File: src/rtl/adder_share_sched.sv
// adder_share_sched
//   Round-robin arbiter in front of one shared SLICE-bit ripple-carry adder.
//   An accepted WIDTH-bit add is processed one slice per clock, least
//   significant slice first. The carry between slices is held in a register.
//
// Ports
//   clk        : clock; all state updates on the rising edge
//   rst        : synchronous, active-high reset
//   req        : per-requester level request, held until granted
//   a_in, b_in : packed operands; requester i uses bits [i*WIDTH +: WIDTH]
//   cin_in     : per-requester carry-in
//   gnt        : one-hot, one-cycle pulse marking the accepting edge
//   busy       : high while an operation is in CALC or DONE
//   done       : one-cycle pulse; sum/cout/done_id are valid
//   done_id    : index of the requester that owns sum/cout
//   sum, cout  : result; held from one done pulse until the next
//   state_dbg  : current FSM state (IDLE=0, CALC=1, DONE=2)
//
// Handshake: req is a level held by the requester. The request is accepted
// on the edge where the FSM is IDLE and this requester wins arbitration.
// That acceptance is shown by a one-cycle gnt pulse in the following cycle.
// The operands are captured on that same edge only.
module adder_share_sched #(
  parameter int WIDTH = 16,
  parameter int SLICE = 4,
  parameter int NREQ  = 4,
  localparam int IDW  = (NREQ > 1) ? $clog2(NREQ) : 1
) (
  input  logic                  clk,
  input  logic                  rst,
  input  logic [NREQ-1:0]       req,
  input  logic [NREQ*WIDTH-1:0] a_in,
  input  logic [NREQ*WIDTH-1:0] b_in,
  input  logic [NREQ-1:0]       cin_in,
  output logic [NREQ-1:0]       gnt,
  output logic                  busy,
  output logic                  done,
  output logic [IDW-1:0]        done_id,
  output logic [WIDTH-1:0]      sum,
  output logic                  cout,
  output logic [1:0]            state_dbg
);

  localparam int NSLICE = WIDTH / SLICE;
  localparam int KW     = (NSLICE > 1) ? $clog2(NSLICE) : 1;

  typedef enum logic [1:0] {
    S_IDLE = 2'd0,
    S_CALC = 2'd1,
    S_DONE = 2'd2
  } state_t;

  state_t            state_q, state_d;
  logic [IDW-1:0]    ptr_q, ptr_d;       // highest-priority requester
  logic [IDW-1:0]    gidx_q, gidx_d;     // requester being served
  logic [WIDTH-1:0]  a_q, a_d;
  logic [WIDTH-1:0]  b_q, b_d;
  logic [WIDTH-1:0]  acc_q, acc_d;       // partial result, never on sum
  logic              carry_q, carry_d;
  logic [KW-1:0]     k_q, k_d;
  logic [NREQ-1:0]   gnt_q, gnt_d;
  logic              done_q, done_d;
  logic [IDW-1:0]    done_id_q, done_id_d;
  logic [WIDTH-1:0]  sum_q, sum_d;
  logic              cout_q, cout_d;

  // Round-robin search starting at ptr_q.
  logic              found;
  logic [IDW-1:0]    pick;

  always_comb begin
    int idx;
    found = 1'b0;
    pick  = ptr_q;
    idx   = 0;
    for (int i = 0; i < NREQ; i++) begin
      idx = int'(ptr_q) + i;
      if (idx >= NREQ) idx = idx - NREQ;
      if (!found && req[idx]) begin
        found = 1'b1;
        pick  = IDW'(idx);
      end
    end
  end

  // The single shared slice adder.
  logic [SLICE-1:0]  a_sl, b_sl;
  logic [SLICE:0]    sl_sum;
  logic [WIDTH-1:0]  res_full;

  always_comb begin
    a_sl     = a_q[k_q*SLICE +: SLICE];
    b_sl     = b_q[k_q*SLICE +: SLICE];
    sl_sum   = {1'b0, a_sl} + {1'b0, b_sl} + {{SLICE{1'b0}}, carry_q};
    res_full = acc_q;
    res_full[k_q*SLICE +: SLICE] = sl_sum[SLICE-1:0];
  end

  // Next-state and datapath control.
  always_comb begin
    state_d   = state_q;
    ptr_d     = ptr_q;
    gidx_d    = gidx_q;
    a_d       = a_q;
    b_d       = b_q;
    acc_d     = acc_q;
    carry_d   = carry_q;
    k_d       = k_q;
    gnt_d     = '0;
    done_d    = 1'b0;
    done_id_d = done_id_q;
    sum_d     = sum_q;
    cout_d    = cout_q;

    case (state_q)
      S_IDLE: begin
        if (found) begin
          gnt_d   = NREQ'(1) << pick;
          gidx_d  = pick;
          a_d     = a_in[pick*WIDTH +: WIDTH];
          b_d     = b_in[pick*WIDTH +: WIDTH];
          carry_d = cin_in[pick];
          acc_d   = '0;
          k_d     = '0;
          // The winner drops behind everyone else.
          ptr_d   = (pick == IDW'(NREQ - 1)) ? '0 : pick + IDW'(1);
          state_d = S_CALC;
        end
      end
      S_CALC: begin
        acc_d   = res_full;
        carry_d = sl_sum[SLICE];
        if (k_q == KW'(NSLICE - 1)) begin
          state_d   = S_DONE;
          done_d    = 1'b1;
          sum_d     = res_full;
          cout_d    = sl_sum[SLICE];
          done_id_d = gidx_q;
          k_d       = '0;
        end else begin
          k_d = k_q + KW'(1);
        end
      end
      S_DONE: begin
        // No request is accepted here; arbitration resumes in IDLE.
        state_d = S_IDLE;
      end
      default: begin
        state_d = S_IDLE;
      end
    endcase
  end

  always_ff @(posedge clk) begin
    if (rst) begin
      state_q   <= S_IDLE;
      ptr_q     <= '0;
      gidx_q    <= '0;
      a_q       <= '0;
      b_q       <= '0;
      acc_q     <= '0;
      carry_q   <= 1'b0;
      k_q       <= '0;
      gnt_q     <= '0;
      done_q    <= 1'b0;
      done_id_q <= '0;
      sum_q     <= '0;
      cout_q    <= 1'b0;
    end else begin
      state_q   <= state_d;
      ptr_q     <= ptr_d;
      gidx_q    <= gidx_d;
      a_q       <= a_d;
      b_q       <= b_d;
      acc_q     <= acc_d;
      carry_q   <= carry_d;
      k_q       <= k_d;
      gnt_q     <= gnt_d;
      done_q    <= done_d;
      done_id_q <= done_id_d;
      sum_q     <= sum_d;
      cout_q    <= cout_d;
    end
  end

  assign gnt       = gnt_q;
  assign busy      = (state_q != S_IDLE);
  assign done      = done_q;
  assign done_id   = done_id_q;
  assign sum       = sum_q;
  assign cout      = cout_q;
  assign state_dbg = state_q;

endmodule
File: config.mk
export PLATFORM = sky130hd
export DESIGN_NAME = adder_share_sched
export DESIGN_NICKNAME = d
export VERILOG_FILES = /design/src/rtl/adder_share_sched.sv
export SDC_FILE = /design/constraint.sdc
export NUM_CORES = 1
export LEC_CHECK = 0
export BUFFER_PORTS_ARGS = -buffer_cell sky130_fd_sc_hd__buf_2
export CORE_ASPECT_RATIO = 0.9
export CORE_MARGIN = 3
export CORE_UTILIZATION = 50
export CTS_BUF_LIST = sky130_fd_sc_hd__clkbuf_4
export CTS_CLUSTER_DIAMETER = 120
export DETAILED_ROUTE_END_ITERATION = 7
export PLACE_DENSITY = 0.76
export SLEW_MARGIN = 10
export SYNTH_ARGS = -nofsm -noshare
export SYNTH_HDL_FRONTEND = slang
export SYNTH_SLANG_ARGS = --single-unit
File: constraint.sdc
create_clock -name clk -period 3.82 [get_ports clk]
set_input_delay 0.764 -clock clk [delete_from_list [all_inputs] [get_ports clk]]
set_output_delay 0.764 -clock clk [all_outputs]
set_load 0.02 [all_outputs]
==> reports/qor.csv, run 1 <==
metric,value,unit
status,completed,
vias,4777,
cts bufs inserted,9,
Worst setup EP type,register,
clk_skew,27.7,ps
overall routing resource usage,25.2,%
Worst-path clk slew,130,ps
antenna violations before repair,0,
Setup Buffers After CTS,0,
DRT Wirelength,14000,um
RSZ-0062 raised after global routing,no,
Syn Std Cell Area,4980,sq um
fin util,62.9,%
clock sinks,81,
post-layout net count,832,
Peak VDD IR,193,uV
Worst Setup Start Kind,register,
fin crit share,81.6,%
first-pass GRT wire length,23100,um
grt total ovfl,0,
critical path required time,4170,ps
Final Wtd Congestion,0.886,
first drt pass iteration count,4,
HPWL after detailed placement,10500,um
CTS Hold Bufs,0,
"commonest non-fill, non-tap cells in the layout","buf_2 (164), dfxtp_1 (81), nor2_1 (51), nand2_1 (41), mux2i_1 (37)",
Ys Warns,0,
Top Ports,165,
Synth top area share,32.6,%
register area share after synthesis,32.6,%
top post-synthesis cells by area,"dfxtp_1 (33%), mux2i_1 (7.4%), o211ai_2 (7.0%)",
Die Ht,101,um
diode count,0,
Port Buffers,164,
crit path DAT,3470,ps
Initial Utilization,52.9,%
Max Cap Viol,0,
average size of a mapped cell,9.05,sq um
post-synth cell types,51,
# DRC,0,
worst hold path class,reg2reg,
Placement Rows,33,
die area,11200,sq um
layout cells sized above 1,39.7,%
clk buf depth,2,
Post-Route Setup TNS,0,ps
post_cts resized,0,
CTS tree,built,
# H-tree levels,3,
"FF+latch count, synth",81,
root buf cell,clkbuf_4,
endpoints failing setup,0,
cell taking the most area after synthesis,dfxtp_1,
Antenna Violating Nets Remaining,0,
Syn Inst Count,550,
Setup CP Type,reg2reg,
vias in the first global route,4762,
commonest register cell after synthesis,dfxtp_1,
Die X,111,um
minimum clock period,3120,ps
vias per cell,5.90,
Layout area overhead,19.0,%
measured slew at the worst slew-check pin,1130,ps
number of flops mapped to enable cells by yosys,0,
Slew HR,24.8,%
"commonest non-fill, non-tap cell in the layout",buf_2,
crit path max fanout,15,
leak pwr,2.64,nW
total core area,9410,sq um
Iter 0 DRT Violations,300,
max-slew violations,0,
"Async S/R FF share, synth",0,%
Reg2Reg Setup Slack,700,ps
worst skew pair latency,440,ps
largest net degree at the start of global routing,37,
syn nets,699,
drt wl/cell,17.3,um
PwrDens,357,nW/um^2
Max Clk Rate,321,MHz
"Hold Vio Cnt, Final",0,
==> sequential cells by signal (all words and copies together), names as in the netlist <==
register and flops:
sum 16, cout 1, b_q 16, done_id 2, k_q 2, state_dbg 2
a_q 16, acc_q 16, gnt 4, ptr_q 2, done 1, gidx_q 2
carry_q 1
==> routing by layer <==
| layer | track usage (%) | share of wire (%) | routed length [um] | vias up |
|---|---|---|---|---|
| met5 | 0 | 0 | 0 | - |
| met4 | 7.20 | 1.7 | 235 | 0 |
| met3 | 5.52 | 7.6 | 1070 | 24 |
| met2 | 42.0 | 48 | 6670 | 215 |
| met1 | 33.1 | 43 | 6050 | 2222 |
| li1 | - | - | - | 2316 |
==> cells in the mapped netlist, types with 2 or more instances <==
cell type and count:
inv_1 9, nand3_1 3, a21bo_2 32, a31oi_1 16
buf_1 4, o21ai_1 2, or3_1 4, a21o_1 4
o211ai_2 28, o22ai_1 3, dfxtp_1 81, ha_1 9
o21ai_0 6, nor2_1 51, buf_6 5, a211oi_1 14
o31ai_1 34, fa_1 2, a41oi_1 2, xnor2_1 2
nor2b_1 20, buf_2 9, buf_4 2, nor3b_1 2
o41ai_1 3, clkbuf_1 34, a311oi_1 2, nand2_1 41
o211ai_1 4, a22oi_1 3, nand2b_1 8, a21oi_1 12
or3b_2 2, and2_1 4, mux4_2 8, mux2i_1 37
nor3_1 2, nand4_1 33
==> final timing paths <==
path                            startpoint   endpoint  cells past startpoint
worst max-delay path                k_q[0]    sum[15]                      8
worst min-delay path             gidx_q[0]  gidx_q[0]                      2
worst max register to register      k_q[0]    sum[15]                      8
worst min register to register   gidx_q[0]  gidx_q[0]                      2
==> power breakdown <==
part | switching (W) | total [W] | internal [W]
Sequential | 0.0000519 | 0.000971 | 0.000919
Combinational | 0.000391 | 0.000699 | 0.000307
Clock | 0.000302 | 0.000445 | 0.000144
==> cell families after synthesis <==
kind of cell / Yosys count / synth area share (%)
AOI/OAI and AO/OA: 169 / 28.7
DFF: 81 / 32.6
buffers and inverters: 63 / 5.88
and+or+nand+nor: 178 / 18.2
xor gates and xnor gates: 3 / 0.528
muxes: 45 / 11.1
adders and majority gates: 11 / 3.07
==> layout make-up <==
type / count / area (sq um)
flip-flops and latches: 81 / 1620
multi-input cells: 406 / 3090
inverters: 9 / 33.8
clock buffers: 10 / 75.1
repair buffers: 176 / 911
clock inverters: 6 / 42.5
well taps: 122 / 153
fillers: 824 / 3490
==> per-stage QoR <==
step | cells | hold WS (ps) | power (W) | instance area [sq um] | setup WS [ps]
final | 810 | 475 | 0.00211 | 5930 | 702
after floorplan | 550 | 436 | 0.00148 | 4980 | 687
after global routing | 810 | 507 | 0.00224 | 5930 | 535
after detailed placement | 794 | 458 | 0.00168 | 5810 | 708
after CTS | 810 | 478 | 0.00212 | 5920 | 699
after global placement | 794 | 450 | 0.00166 | 5810 | 799
==> critical path: stages, from the launching register on <==
cell and delay (ps):
dfxtp_1 530, buf_4 290, mux4_2 580, ha_1 310, a21o_1 180, a21oi_1 160, xnor2_1 230, or3b_2 500
a311oi_1 270
Power figures use the tool's default switching activity.
==> run 2, diff against run 1 <==
==> constraint.sdc (replaced) <==
create_clock -name clk -period 3 [get_ports clk]
set_input_delay 0.6 -clock clk [delete_from_list [all_inputs] [get_ports clk]]
set_output_delay 0.6 -clock clk [all_outputs]
set_load 0.02 [all_outputs]
==> reports/qor.csv, run 2 (synthesis results as in run 1) <==
metric,value,unit,change
Worst-path clk slew,140,ps,about the same
drt wl/cell,17.3,um,-0.27%
fin crit share,93.8,%,+12 points
Post-Route Setup TNS,0,ps,unchanged
clk_skew,17.1,ps,-10.6 ps
layout cells sized above 1,40.4,%,+0.75 points
CTS Hold Bufs,0,,unchanged
post-route setup slack,185,ps,-516 ps
first drt pass iteration count,5,,+1
Slew HR,42.4,%,+18 points
measured slew at the worst slew-check pin,862,ps,-266 ps
Final Wtd Congestion,0.860,,-3.0%
post-layout net count,839,,+0.84%
largest net degree at the start of global routing,42,,+14%
post_cts resized,0,,unchanged
root buf cell,clkbuf_4,,
CP peak stage delay,550,ps,-30 ps
vias in the first global route,4711,,-1.1%
worst hold path class,in2reg,,
Worst Setup Start Kind,register,,
crit path max fanout,5,,-10
grt total ovfl,0,,unchanged
"commonest non-fill, non-tap cells in the layout","buf_2 (164), dfxtp_1 (80), nor2_1 (51), nand2_1 (41), mux2i_1 (37)",,
leak pwr,2.72,nW,+3.1%
worst skew pair latency,430,ps,about the same
vias per cell,5.90,,about the same
area of the multi-input gates,3090,sq um,about the same
Port Buffers,164,,unchanged
# H-tree levels,3,,unchanged
Setup Buffers After CTS,0,,unchanged
max-slew violations,0,,unchanged
HPWL after detailed placement,10600,um,+0.43%
pre-CTS WS,114,ps,-594 ps
Worst setup EP type,register,,
total core area,9410,sq um,unchanged
status,completed,,
Top Ports,165,,unchanged
Max Cap Viol,0,,unchanged
Setup CP Type,reg2reg,,
cts bufs inserted,9,,unchanged
CTS tree,built,,
diode count,0,,unchanged
PwrDens,494,nW/um^2,+38%
minimum clock period,2810,ps,-304 ps
"commonest non-fill, non-tap cell in the layout",buf_2,,
Filler Cell Count,798,,-3.2%
Layout area overhead,21.9,%,
clk buf depth,2,,unchanged
Die Ht,101,um,unchanged
DRT Wirelength,14100,um,+0.59%
Antenna Violating Nets Remaining,0,,unchanged
overall routing resource usage,25.1,%,-0.061 points
first-pass GRT wire length,23200,um,+0.57%
Initial Utilization,52.9,%,unchanged
critical path required time,3360,ps,-810 ps
die area,11200,sq um,unchanged
vias,4820,,+0.90%
crit path cell chain,"buf_4, mux4_2, ha_1, a21o_1, a21oi_1, xnor2_1, or3b_2, a311oi_1",,
crit path DAT,3170,ps,-300 ps
Iter 0 DRT Violations,313,,+4.3%
# DRC,0,,unchanged
Pwr Total,0.00300,W,+42%
endpoints failing setup,0,,unchanged
"Hold Vio Cnt, Final",0,,unchanged
antenna violations before repair,0,,unchanged
Max Clk Rate,355,MHz,+11%
Register Area,1620,sq um,about the same
RSZ-0062 raised after global routing,no,,
Die X,111,um,unchanged
clock sinks,81,,unchanged
Placement Rows,33,,unchanged
"Slowest-stage cell, CP",mux4_2,,
Peak VDD IR,250,uV,+30%
run 2: cell types whose count changed in the layout (fill, tap and decap cells not counted), sizes merged:
cell,previous run,this run
buf,176,183
bufinv,0,3
clkbuf,10,9
clkinv,3,0
clkinvlp,1,0
inv,11,13
run 2: layout make-up:
cell class | instances | area share [%]
multi-input cells | 406 | 50.9
flip-flops and latches | 81 | 26.7
repair buffers | 183 | 16.1
well taps | 122 | 2.51
clock inverters | 7 | 2.14
clock buffers | 9 | 1.11
inverters | 9 | 0.556
run 2: final timing paths:
| path | cells past startpoint | to | from | slack, ps |
|---|---|---|---|---|
| max | 8 | sum[15] | k_q[0] | 190 |
| min | 3 | a_q[1] | a_in[17] | 460 |
| max reg2reg | 8 | sum[15] | k_q[0] | 190 |
| min reg2reg | 2 | gidx_q[1] | gidx_q[1] | 480 |
run 2: power by group:
group	leakage (nW)	internal, W	switching (W)
Sequential	0.661	0.00117	0.0000632
Combinational	1.96	0.000401	0.000507
Clock	0.105	0.000439	0.000417
run 2: per-layer routing:
layer | track usage, % | wire length (um) | part of all wire, %
met1 | 33.7 | 6060 | 43
met2 | 40.3 | 6590 | 47
met3 | 6.90 | 1240 | 8.8
met4 | 6.45 | 210 | 1.5
met5 | 0 | 0 | 0
run 2: stage by stage:
stage | std cells | hold slack (ps) | util (%) | cell area (sq um)
after global routing | 817 | 428 | 64.5 | 6070
after detailed placement | 801 | 460 | 62.4 | 5870
after floorplan | 550 | 436 | - | 4980
after global placement | 801 | 449 | 62.4 | 5870
after CTS | 817 | 437 | 64.5 | 6070
final | 817 | 461 | 64.5 | 6070
run 2: critical path: cells and delay by family (launching register included):
family / cells / cell delay [ps]
compound gates: 3 / 610
mux: 1 / 550
simple gates: 1 / 480
flops: 1 / 400
fa+ha+maj: 1 / 330
xor+xnor: 1 / 220
buf+inv: 1 / 160
